File: src/rtl/pic_pkg.sv
// Shared types and constants for the 8259-style cascade/INTA sequencing logic.
package pic_pkg;

  localparam int unsigned N_IRQ_DEFAULT = 8;

  localparam logic ROLE_MASTER = 1'b1;
  localparam logic ROLE_SLAVE  = 1'b0;

  typedef enum logic [1:0] {
    StIdle,
    StAck1,
    StAck2,
    StAck3
  } pic_state_e;

endpackage

File: src/rtl/pic_cas_timer.sv
// Inter-strobe watchdog: flags expiry after TIMEOUT_CYC active cycles without a clear.
module pic_cas_timer #(
  parameter int unsigned TIMEOUT_CYC = 64
) (
  input  logic clk,
  input  logic rst_n,
  input  logic active,
  input  logic clr,
  output logic expired
);

  localparam int unsigned CntW = $clog2(TIMEOUT_CYC + 1);

  logic [CntW-1:0] cnt_q, cnt_d;

  assign expired = active && !clr && (cnt_q == CntW'(TIMEOUT_CYC - 1));

  always_comb begin
    cnt_d = cnt_q + CntW'(1);
    if (!active || clr || expired) begin
      cnt_d = '0;
    end
  end

  always_ff @(posedge clk or negedge rst_n) begin
    if (!rst_n) begin
      cnt_q <= '0;
    end else begin
      cnt_q <= cnt_d;
    end
  end

endmodule

File: src/rtl/pic_cascade_ctrl.sv
// Cascade master/slave INTA sequencer for an 8259-style interrupt controller.
// Optional inter-strobe timeout is enabled by defining PIC_CASCADE_TIMEOUT_EN.
module pic_cascade_ctrl
  import pic_pkg::*;
#(
  parameter int unsigned N_IRQ       = N_IRQ_DEFAULT,
  parameter int unsigned CAS_W       = $clog2(N_IRQ),
  parameter int unsigned TIMEOUT_CYC = 64
) (
  input  logic             clk,
  input  logic             rst_n,
  input  logic             inta_stb,
  input  logic             sngl,
  input  logic             mpm,
  input  logic             buf_mode,
  input  logic             ms_buf,
  input  logic             sp_en_n,
  input  logic [N_IRQ-1:0] icw3,
  input  logic [CAS_W-1:0] irq_id,
  input  logic             irq_vld,
  input  logic [CAS_W-1:0] cas_in,
  output logic [CAS_W-1:0] cas_out,
  output logic             cas_oe,
  output logic             vec_en,
  output logic             byte2_flag,
  output logic             byte3_flag,
  output logic             seq_done,
  output logic             busy
);

  pic_state_e       state_q, state_d;
  logic [CAS_W-1:0] id_q;
  logic             vld_q, master_q, match_q;
  logic             byte2_q, byte2_d, byte3_q, byte3_d, done_q, done_d;
  logic             role, in_seq, cascaded, expired;

  assign role   = buf_mode ? ms_buf : sp_en_n;
  assign in_seq = (state_q != StIdle);

  // Master hands the vector off to a slave only when that IR line has one attached.
  assign cascaded = in_seq && vld_q && (master_q == ROLE_MASTER) && !sngl && icw3[id_q];

  assign cas_oe     = cascaded;
  assign cas_out    = cascaded ? id_q : '0;
  assign vec_en     = in_seq && vld_q && ((master_q == ROLE_SLAVE) ? match_q : !cascaded);
  assign byte2_flag = byte2_q;
  assign byte3_flag = byte3_q;
  assign seq_done   = done_q;
  assign busy       = in_seq;

`ifdef PIC_CASCADE_TIMEOUT_EN
  pic_cas_timer #(
    .TIMEOUT_CYC(TIMEOUT_CYC)
  ) u_timer (
    .clk    (clk),
    .rst_n  (rst_n),
    .active (in_seq),
    .clr    (inta_stb),
    .expired(expired)
  );
`else
  assign expired = 1'b0;
  logic unused_timeout;
  assign unused_timeout = (TIMEOUT_CYC == 0);
`endif

  always_comb begin
    state_d = state_q;
    byte2_d = 1'b0;
    byte3_d = 1'b0;
    done_d  = 1'b0;
    if (expired) begin
      state_d = StIdle;
      done_d  = 1'b1;
    end else begin
      unique case (state_q)
        StIdle: begin
          if (inta_stb) state_d = StAck1;
        end
        StAck1: begin
          if (inta_stb) begin
            state_d = StAck2;
            byte2_d = vec_en;
          end
        end
        StAck2: begin
          // 8086 mode ends one cycle after the byte-2 pulse; 8080 mode waits for a third INTA.
          if (mpm) begin
            state_d = StIdle;
            done_d  = 1'b1;
          end else if (inta_stb) begin
            state_d = StAck3;
            byte3_d = vec_en;
          end
        end
        StAck3: begin
          state_d = StIdle;
          done_d  = 1'b1;
        end
      endcase
    end
  end

  always_ff @(posedge clk or negedge rst_n) begin
    if (!rst_n) begin
      state_q  <= StIdle;
      id_q     <= '0;
      vld_q    <= 1'b0;
      master_q <= ROLE_SLAVE;
      match_q  <= 1'b0;
      byte2_q  <= 1'b0;
      byte3_q  <= 1'b0;
      done_q   <= 1'b0;
    end else begin
      state_q <= state_d;
      byte2_q <= byte2_d;
      byte3_q <= byte3_d;
      done_q  <= done_d;
      if (state_q == StIdle && inta_stb) begin
        id_q     <= irq_vld ? irq_id : '0;
        vld_q    <= irq_vld;
        master_q <= role;
        match_q  <= (cas_in == icw3[CAS_W-1:0]);
      end
    end
  end

endmodule

File: config.mk
export PLATFORM = sky130hd
export DESIGN_NAME = pic_cascade_ctrl
export DESIGN_NICKNAME = d
export VERILOG_FILES = /design/src/rtl/pic_pkg.sv /design/src/rtl/pic_cas_timer.sv /design/src/rtl/pic_cascade_ctrl.sv
export SDC_FILE = /design/constraint.sdc
export NUM_CORES = 1
export LEC_CHECK = 0
export ABC_AREA = 1
export CORE_MARGIN = 3
export CORE_UTILIZATION = 34
export DETAILED_ROUTE_END_ITERATION = 7
export PLACE_DENSITY = 0.82
export REMOVE_ABC_BUFFERS = 1
export SLEW_MARGIN = 20
export SYNTH_ARGS = -nofsm -noshare
export SYNTH_HDL_FRONTEND = slang
export SYNTH_SLANG_ARGS = --single-unit
File: constraint.sdc
create_clock -name clk -period 1.2 [get_ports clk]
set_input_delay 0.24 -clock clk [delete_from_list [all_inputs] [get_ports clk]]
set_output_delay 0.24 -clock clk [all_outputs]
set_load 0.02 [all_outputs]
==> results by group <==
Finish
  • Area Growth Syn to Fin: 93.0%
  • Nets: 160
  • Most frequent cells in the layout: clkdlybuf4s50_1 (22), buf_4 (20), nand2_1 (14), inv_1 (12), dfrtp_1 (11)
  • Layout cells sized above 1: 35.3%
  • Most common cell after layout, fill and taps aside: clkdlybuf4s50_1
  • # diodes: 0
  • Finished Layout Cells: 160

Die
  • # rows: 14
  • Starting Density: 38.1%
  • Core Box Area: 0.00159 sq mm
  • Die extent in x: 48.2 microns
  • Die extent in y: 48.2 microns
  • I/O Pins: 32
  • DIE AREA: 0.00233 sq mm

Timing
  • Final setup skew: 0.00205 ns
  • Tmin final: 1.69 ns
  • Relative slew margins: 83.6%
  • Worst setup margin: -0.490 ns
  • Hold Slack: 0.267 ns
  • RSZ-0062 raised after global routing: yes
  • Worst slew pin tran: 0.246 ns
  • Hold Violations, Final: 0
  • Tcrit/Tclk final: 141%
  • Fmax: 592 MHz
  • Slew Viols, Final: 0
  • Final setup violating endpoints: 9

Global routing
  • Initial antenna violation count: 0
  • Largest net degree at the start of global routing: 12
  • Vias in the first global route: 694
  • GRT Util Overall: 15.9%
  • Global-route wire length before repair: 2540 microns
  • Total congestion overflow: 0

Route
  • WL met1: 702 microns
  • Via count: 703
  • Max Used Layer: met3
  • Met3 WL post-DR: 136 microns
  • First-pass DRT Iterations: 2
  • Vias/cell: 4.39
  • Total Routed Length: 1780 microns
  • Final ANT Viol Nets: 0
  • Drt drc: 0
  • DRT iter0 DRCs: 11
  • Routed length per instance: 11.1 microns
  • Met2 routed WL: 944 microns

Clock network
  • CTS clk-pin slew, worst paths: 0.07 ns
  • # hold bufs at CTS: 0
  • Skew-Pair Late Insertion Delay: 0.26 ns
  • Total CTS buffers: 3
  • CTS tree: yes
  • Clock sink count: 11
  • H-Tree Depth: 1
  • CTS max path bufs: 2
  • Root Driver: clkbuf_4

Worst setup path
  • WP data required: 0.96 ns
  • CP Launch Type: flop
  • WS Path Type: reg2out
  • Setup crit end kind: primary output
  • Worst Path Max Fanout: 6
  • WP data arrival: 1.45 ns

Pwr
  • Peak VDD IR: 1.50 mV
  • Power density of the placed cells: 1960 mW/mm^2
  • P_leak: 0.578 nW

Synthesis
  • Post-synthesis share of cell area spent on xor and xnor gates: 4.33%
  • Post-Synth Adder-Cell Area: 0%
  • Post-Synth Simple-Gate Area: 30.5%
  • Sequential area share after synthesis: 45.4%
  • Mapped Area: 607 sq um
  • Seq cells post-synth: 11
  • Post-Syn Instances: 80
  • Yosys warns: 0
  • Compound-cell area share of the yosys netlist: 6.19%
  • Count of cell types in the netlist: 17
  • Post-synthesis mux area share: 1.86%
  • Combinational family with the most area after synthesis: simple AND/OR/NAND/NOR gates
  • Syn_area_per_cell: 7.59 sq um

Job
  • Number of max-cap violations: 0

Status
  • Status: finished with violations
  • Failing checks: negative setup slack

Placement
  • RD Place Congestion: 0.636
  • Placed instance count: 150
  • Post-DP HPWL: 1350 microns
  • Port Buffers: 31

Min path
  • Worst Hold Class: in2async
==> sequential cells by signal, indices dropped and copies added, names as in the netlist <==
| register | cells |
|---|---|
| match_q | 1 |
| master_q | 1 |
| id_q | 3 |
| seq_done | 1 |
| state_q | 2 |
| byte3_flag | 1 |
| vld_q | 1 |
| byte2_flag | 1 |
==> power by group <==
| part | internal [mW] | switching, mW |
|---|---|---|
| sequential | 0.520 | 0.0973 |
| combinational | 0.765 | 0.666 |
| clock | 0.129 | 0.122 |
==> Yosys cell counts <==
| cell | count | area share [%] |
|---|---|---|
| inv_1 | 15 | 9.3 |
| nand2_1 | 15 | 9.3 |
| dfrtp_1 | 11 | 45 |
| nor2_1 | 9 | 5.6 |
| nand3_1 | 8 | 6.6 |
| o21ai_0 | 5 | 4.1 |
| nand2_2 | 3 | 3.1 |
| xnor2_1 | 3 | 4.3 |
| inv_2 | 2 | 1.2 |
| nor3_1 | 2 | 1.6 |
| a21oi_1 | 1 | 0.82 |
| buf_4 | 1 | 1.2 |
| mux2_2 | 1 | 1.9 |
| nand3_2 | 1 | 1.6 |
| nand4_1 | 1 | 1.0 |
| nor3_2 | 1 | 1.6 |
| o211ai_1 | 1 | 1.2 |
==> cell families (layout without fill, tap and decap cells) <==
family / count (synthesis) / after routing
XOR/XNOR: 3 / 3
AND/OR/NAND/NOR: 40 / 40
buffers and inverters: 18 / 74
multiplexers: 1 / 1
flip-flops: 11 / 11
AO/OA/AOI/OAI: 7 / 7
==> repair_timing <==
action,4_1_cts,5_1_grt
setup endpoints to repair,16,17
pin swaps,7,5
setup buffers,2,3
resized for setup,46,12
gates cloned,0,1
==> through the flow <==
stage | setup TNS (ns) | cell area [sq um] | util (%) | total power, mW | setup WS (ns)
global placement | -5.47 | 1060 | 66.5 | 1.71 | -0.821
detailed placement | -5.96 | 1060 | 66.5 | 1.74 | -0.881
finish | -2.55 | 1170 | 73.5 | 2.30 | -0.490
global route | -3.39 | 1170 | 73.5 | 2.46 | -0.579
CTS | -2.66 | 1120 | 70.3 | 2.15 | -0.514
floorplan | -1.15 | 599 | - | 1.13 | -0.234
==> routing by layer <==
metal / up-vias / GRT usage [%]
met5: - / 0
met4: 0 / 8.06
met3: 0 / 4.43
met2: 25 / 29.9
met1: 317 / 15.4
li1: 361 / -
==> worst max-delay path: stages, from the launching register on <==
cell and delay [ns]:
dfrtp_1 0.42, inv_2 0.11, nand2_1 0.07, nand3_1 0.07, nand2_1 0.07, nand2_2 0.08
nand3_4 0.11, nor2_1 0.11, buf_4 0.15
==> final timing paths <==
kind	cells after the start	slack (ns)	to	startpoint
min	2	0.27	byte2_flag	rst_n
min reg2reg	2	0.53	match_q	match_q
min in group clk	2	0.53	match_q	match_q
max in group asynchronous	2	0.79	seq_done	rst_n
max reg2reg	9	-0.06	byte2_flag	id_q[0]
max	8	-0.49	cas_out[1]	id_q[0]
==> cell type report <==
type	count	area, sq um
repair buffers	53	479
fillers	124	423
multi-input cells	51	297
flip-flops and latches	11	275
inverters	17	63.8
well taps	24	30.0
clock buffers	4	26.3
(Power assumes the default switching activity.)
